`src/rtl/axis_slew_limiter.sv`:
```
// Slew-rate limiter for signed X/Y/Z coordinates.
// Deadbanded target capture, tick-paced ramp, MOVING/SETTLED status.
module axis_slew_limiter #(
  parameter int DATA_WIDTH  = 10,
  parameter int CLK_FREQ    = 50_000_000,
  parameter int UPDATE_FREQ = 1_000,
  parameter int MAX_STEP    = 4,
  parameter int DEADBAND    = 2
) (
  input  logic                         clk,
  input  logic                         rst,
  input  logic                         enable,
  input  logic                         snap,
  input  logic signed [DATA_WIDTH-1:0] x_in,
  input  logic signed [DATA_WIDTH-1:0] y_in,
  input  logic signed [DATA_WIDTH-1:0] z_in,
  output logic signed [DATA_WIDTH-1:0] x_out,
  output logic signed [DATA_WIDTH-1:0] y_out,
  output logic signed [DATA_WIDTH-1:0] z_out,
  output logic                         moving,
  output logic                         settled
);

  localparam int DW       = DATA_WIDTH;
  localparam int TICK_DIV = CLK_FREQ / UPDATE_FREQ;
  localparam int CW       = $clog2(TICK_DIV);
  localparam int LAST     = TICK_DIV - 1;

  localparam logic [CW-1:0] LP_LAST =
    LAST[CW-1:0];
  localparam logic signed [DW:0] LP_STEP =
    MAX_STEP[DW:0];
  localparam logic signed [DW-1:0] LP_STEP_N =
    MAX_STEP[DW-1:0];
  localparam logic signed [DW:0] LP_DB =
    DEADBAND[DW:0];

  typedef enum logic {
    ST_SETTLED,
    ST_MOVING
  } state_t;

  logic signed [DW-1:0] w_in  [3];
  logic signed [DW-1:0] r_tgt [3];
  logic signed [DW-1:0] r_out [3];
  logic [CW-1:0]        r_cnt;
  logic                 w_tick;
  logic                 w_diff;
  state_t               r_state;
  state_t               w_state_nxt;
  logic                 r_settled;
  logic                 w_settled_nxt;

  // One bit wider than the data so differences never wrap.
  function automatic logic f_cap(
    input logic signed [DW-1:0] i,
    input logic signed [DW-1:0] t
  );
    logic signed [DW:0] d;
    d = $signed({i[DW-1], i}) - $signed({t[DW-1], t});
    return (d > LP_DB) || (d < -LP_DB);
  endfunction

  function automatic logic signed [DW-1:0] f_ramp(
    input logic signed [DW-1:0] o,
    input logic signed [DW-1:0] t
  );
    logic signed [DW:0] d;
    d = $signed({t[DW-1], t}) - $signed({o[DW-1], o});
    if (d > LP_STEP)
      return o + LP_STEP_N;
    else if (d < -LP_STEP)
      return o - LP_STEP_N;
    else
      return t;
  endfunction

  assign w_in[0] = x_in;
  assign w_in[1] = y_in;
  assign w_in[2] = z_in;

  assign w_tick = enable && (r_cnt == LP_LAST);

  always_ff @(posedge clk) begin
    if (rst) begin
      r_cnt <= '0;
      for (int a = 0; a < 3; a++) begin
        r_tgt[a] <= '0;
        r_out[a] <= '0;
      end
    end else if (snap) begin
      r_cnt <= '0;
      for (int a = 0; a < 3; a++) begin
        r_tgt[a] <= w_in[a];
        r_out[a] <= w_in[a];
      end
    end else begin
      if (!enable || w_tick)
        r_cnt <= '0;
      else
        r_cnt <= r_cnt + 1'b1;
      for (int a = 0; a < 3; a++) begin
        if (f_cap(w_in[a], r_tgt[a]))
          r_tgt[a] <= w_in[a];
        if (w_tick)
          r_out[a] <= f_ramp(r_out[a], r_tgt[a]);
      end
    end
  end

  always_comb begin
    w_diff = 1'b0;
    for (int a = 0; a < 3; a++)
      if (r_out[a] != r_tgt[a])
        w_diff = 1'b1;
  end

  always_comb begin
    w_state_nxt   = r_state;
    w_settled_nxt = 1'b0;
    unique case (r_state)
      ST_SETTLED: begin
        if (w_diff)
          w_state_nxt = ST_MOVING;
      end
      ST_MOVING: begin
        if (!w_diff) begin
          w_state_nxt   = ST_SETTLED;
          w_settled_nxt = 1'b1;
        end
      end
      default: w_state_nxt = ST_SETTLED;
    endcase
  end

  always_ff @(posedge clk) begin
    if (rst) begin
      r_state   <= ST_SETTLED;
      r_settled <= 1'b0;
    end else begin
      r_state   <= w_state_nxt;
      r_settled <= w_settled_nxt;
    end
  end

  assign x_out   = r_out[0];
  assign y_out   = r_out[1];
  assign z_out   = r_out[2];
  assign moving  = (r_state == ST_MOVING);
  assign settled = r_settled;

endmodule

```
`config.mk`:
```
export PLATFORM = sky130hd
export DESIGN_NAME = axis_slew_limiter
export DESIGN_NICKNAME = d
export VERILOG_FILES = /design/src/rtl/axis_slew_limiter.sv
export SDC_FILE = /design/constraint.sdc
export NUM_CORES = 1
export LEC_CHECK = 0
export ABC_AREA = 1
export ABC_CLOCK_PERIOD_IN_PS = 6100
export BUFFER_PORTS_ARGS = -buffer_cell sky130_fd_sc_hd__clkbuf_2
export CORE_UTILIZATION = 25
export CTS_BUF_LIST = sky130_fd_sc_hd__clkbuf_8
export DETAILED_ROUTE_END_ITERATION = 8
export GPL_ROUTABILITY_DRIVEN = 1
export GPL_TIMING_DRIVEN = 0
export PLACE_DENSITY = 0.48
export RECOVER_POWER = 50
export SLEW_MARGIN = 10
export SYNTH_ARGS = -nofsm -noshare
export SYNTH_HDL_FRONTEND = slang
export SYNTH_SLANG_ARGS = --single-unit
```
`constraint.sdc`:
```
create_clock -name clk -period 6.1 [get_ports clk]
set_clock_uncertainty 0.05 [all_clocks]
set_input_delay 0.305 -clock clk [delete_from_list [all_inputs] [get_ports clk]]
set_output_delay 0.305 -clock clk [all_outputs]
set_load 0.02 [all_outputs]
```
==> summary by stage <==
Timing
Dividing the final minimum period by the clock period gives 0.584. The max-slew violation total from the final report is 0. The number of endpoints failing setup at the final stage is 0. Setup repair after global routing left no endpoint under its margin. The worst hold slack is 0.0789 ns. The minimum clock period is about 3.6 ns.

At the pin with the least slew margin, the transition time is 0.772 ns. After routing, the total negative slack on setup checks comes to 0 ns. Static timing analysis puts the maximum clock frequency at 0.281 GHz. The hold violation count in the final report is 0. In this run the tightest slew margin relative to its limit is 0.485.

Critical path
The required time reported for the critical path endpoint is 6.13 ns. The launching element of the worst setup path is r_cnt[0]$_SDFF_PP0_. The worst setup path is captured at a flip-flop.

The type of element launching the critical path is a flip-flop. The source of the worst register-to-register timing path is r_cnt[0]$_SDFF_PP0_. On the critical path, the stage with the largest delay is an instance of sky130_fd_sc_hd__nor2_2. Data on the critical path arrives at its endpoint at 3.59 ns.

Traced cell by cell, the critical path runs through ha_1 > nand2_1 > inv_1 > nand2_1 > nor2_1 > nand4_1 > nor2_2 > inv_2 > nand2_2 > inv_1 > a21oi_1. The largest delay contributor family on the critical path is simple AND/OR/NAND/NOR gates. The largest single stage delay on the critical path is 0.62 ns. The highest fanout seen on the critical path is 25. The setup path with the least slack is of type reg -> reg. The critical path contains buffers and inverters numbering 3 combined.

Min path
The launch point of the worst hold path is rst. The class of the worst hold path is in -> reg.

Synth
The synthesized netlist occupies a cell area of between 8000 and 9000 um2. The number of distinct library cells after synthesis is 47. Of all cell types, the one taking the most synthesized area is sky130_fd_sc_hd__edfxtp_1. The area fraction of the dominant cell type after synthesis is 0.203. The synthesized netlist net count is around 1500.

For this run, asynchronously set or reset flops after synthesis account for 0. The average size of a mapped cell is 6.45 um2. In the post-synthesis netlist, the biggest area contributors are sky130_fd_sc_hd__edfxtp_1 (20%), sky130_fd_sc_hd__nand2_1 (20%), sky130_fd_sc_hd__inv_1 (9.6%). The number of flip-flops and latches in the synthesized netlist is between 70 and 80.

For this run, the number of Yosys warnings is 0. By count the netlist is led by sky130_fd_sc_hd__nand2_1 (462), sky130_fd_sc_hd__inv_1 (226), sky130_fd_sc_hd__nand3_1 (151), sky130_fd_sc_hd__nor2_1 (108), sky130_fd_sc_hd__ha_1 (67). Among all flip-flop cells after synthesis, the most frequent one is sky130_fd_sc_hd__edfxtp_1. The number of flops mapped to enable cells by yosys is 60. The most common cell in the netlist is sky130_fd_sc_hd__nand2_1.

The post-synthesis instance total is 1376. The proportion of synthesized chip area in sequential cells is 0.244.

Routing
The final route contains 8499 vias. In the final routed layout, each cell accounts on average for 13.5 um. In the routed layout, each cell is associated on average with a via count of 4.45. In this run the remaining antenna-violating nets after routing total 0.

The final routed DRC violation total is 0. The detailed router finished its first iteration with around 400 violations. The first-pass detailed-route iteration total is 5. The total length of routed wires is 25700 um.

Place
Including well taps, the total number of placed cells is 1896. The half-perimeter wire length of the detailed placement result is 21700 um. In this run the tool buffered the top-level ports with 65 buffer cells.

At the end of routability-driven placement, the weighted congestion stood at between 0.8 and 0.9.

Global route
Across every metal layer, demand over resource in global routing totals 0.146. After global routing, the most crowded layer is met2. The global-route congestion overflow total is 0. For met2 alone, demand over resource in global routing was 0.250. The number of global-route vias before repair came to 8355. The global routing met1 resource utilization is 0.183.

The first global-routing pass estimated 41500 um of wire. The global-route track usage on met3 is 0.0293. Entering global routing, the biggest net connects 26 pins.

The number of antenna violations at the first check in global routing is 1.

Clocking
Clock tree synthesis inserted a total of 9 buffers. The cell chosen for the clock root is sky130_fd_sc_hd__clkbuf_8. TritonCTS built the clock tree. For the worst-skew pair, the clock arrives at the later sink with an insertion delay of 0.40 ns. The maximum clock insertion buffer count is 2. The number of setup buffers added after CTS is 0. The clock drives just under 80 sinks.

The register clock-pin slew on the reported worst setup and hold paths is ~0.09 ns. The count of cells resized by post-cts repair is 0. Hold repair after CTS inserted 0 buffers. The depth of the CTS H-tree is 3.

Floorplanning
In this run the horizontal extent of the chip is ~190 um. The die covers 36200 um2. The placeable core region is ~35000 um2. In this run the core area contains 68 standard-cell rows. The initial utilization of the core area, before any placement, comes to 0.255.

The boundary pin count is 66. The die is 190 um tall.

Power and ir drop
The power per unit of standard cell area is 222 nW/um2. The analysis attributes to cell leakage a power of between 5 and 6 nW. The worst-case IR drop observed on VDD is 0.0000914 V.

Finish
In the final layout, the multi-input gates occupy roughly 5700 um2. Leaving out filler cells and counting taps, the final layout contains roughly 1900. Of the cells placed in the final design, the portion with a size suffix greater than 1 is 0.0776. The layout has 3983 filler cells.

The area growth from synthesis to layout is 11.7%. 0 antenna diodes ended up in the layout. In the final layout, flip-flops and latches occupy 2160 um2.

The final net count is between 1500 and 2000.

Status
The flow ran to the end, and the final reports show no timing, DRC or antenna violations.

Job
The max-cap violation count is 0.
area by class of cell:
cell class                      instances  area share
Inverter                              232      0.0879
Buffer                                 14     0.00872
Tap cell                              455      0.0575
Sequential cell                        78       0.218
Clock buffer                            9      0.0125
Timing Repair Buffer                   65      0.0288
Multi-Input combinational cell       1052       0.574
Clock inverter                          7      0.0121
per-layer routing:
metal | wire, um | vias up
met2 | 11800 | 120
met5 | 16 | -
li1 | - | 4552
met4 | 452 | 2
met3 | 1170 | 30
met1 | 12300 | 3795
sequential cells by signal (all words and copies together), names as in the netlist:
register,cells
r_tgt,30
r_out,30
moving,1
r_cnt,16
settled,1
cell usage in the layout (no fill, tap or decap), types with 3 or more instances in the layout:
cell,instances
sky130_fd_sc_hd__nor3_1,26
sky130_fd_sc_hd__inv_1,227
sky130_fd_sc_hd__inv_2,4
sky130_fd_sc_hd__o21ai_0,9
sky130_fd_sc_hd__nand2_4,4
sky130_fd_sc_hd__nand3_1,153
sky130_fd_sc_hd__nand3b_1,12
sky130_fd_sc_hd__a21boi_1,3
sky130_fd_sc_hd__clkbuf_2,33
sky130_fd_sc_hd__clkbuf_8,9
sky130_fd_sc_hd__o21bai_1,8
sky130_fd_sc_hd__nor2_1,108
sky130_fd_sc_hd__a21oi_1,36
sky130_fd_sc_hd__dfxtp_1,18
sky130_fd_sc_hd__nand3_2,9
sky130_fd_sc_hd__buf_6,3
sky130_fd_sc_hd__nand2_1,468
sky130_fd_sc_hd__a21boi_0,7
sky130_fd_sc_hd__o21a_1,5
sky130_fd_sc_hd__edfxtp_1,60
sky130_fd_sc_hd__xnor2_1,8
sky130_fd_sc_hd__a21oi_2,4
sky130_fd_sc_hd__nand4_1,35
sky130_fd_sc_hd__clkbuf_1,38
sky130_fd_sc_hd__fa_1,6
sky130_fd_sc_hd__nand2_2,16
sky130_fd_sc_hd__buf_2,3
sky130_fd_sc_hd__xor2_1,33
sky130_fd_sc_hd__nor3b_1,5
sky130_fd_sc_hd__nor2_2,10
sky130_fd_sc_hd__ha_1,67
sky130_fd_sc_hd__bufinv_16,3
final timing paths:
| path | end | slack (ns) | cells past startpoint |
|---|---|---|---|
| worst max-delay path | r_out[0][20]$_DFFE_PP_ | 2.54 | 11 |
| worst min-delay path | moving$_SDFF_PP0_ | 0.08 | 2 |
| worst max register to register | r_out[0][20]$_DFFE_PP_ | 2.54 | 11 |
| worst min register to register | r_cnt[0]$_SDFF_PP0_ | 0.41 | 1 |
stage by stage:
step / area [um2] / utilization / worst slack, ns / power, W
3_3_place_gp: 9760 / 0.281 / 1.88 / 0.00173
3_5_place_dp: 9760 / 0.281 / 1.79 / 0.00174
6_report: 9900 / 0.285 / 2.54 / 0.00220
2_1_floorplan: 8870 / - / 3.43 / 0.00149
4_1_cts: 10000 / 0.288 / 1.90 / 0.00225
5_1_grt: 9900 / 0.285 / 2.20 / 0.00239
logic make-up after synthesis:
| family | share of synthesized area |
|---|---|
| simple gates | 0.435 |
| buf+inv | 0.109 |
| compound gates | 0.0538 |
| xor+xnor | 0.0504 |
| flops | 0.244 |
| fa+ha+maj | 0.108 |
power breakdown:
group          total (W)  internal (W)  switching [W]  leakage (nW)
Clock           0.000501      0.000274       0.000227         0.122
Sequential      0.000654      0.000615      0.0000388         0.798
Combinational    0.00104      0.000356       0.000686          4.15
Power figures use the tool's default switching activity.
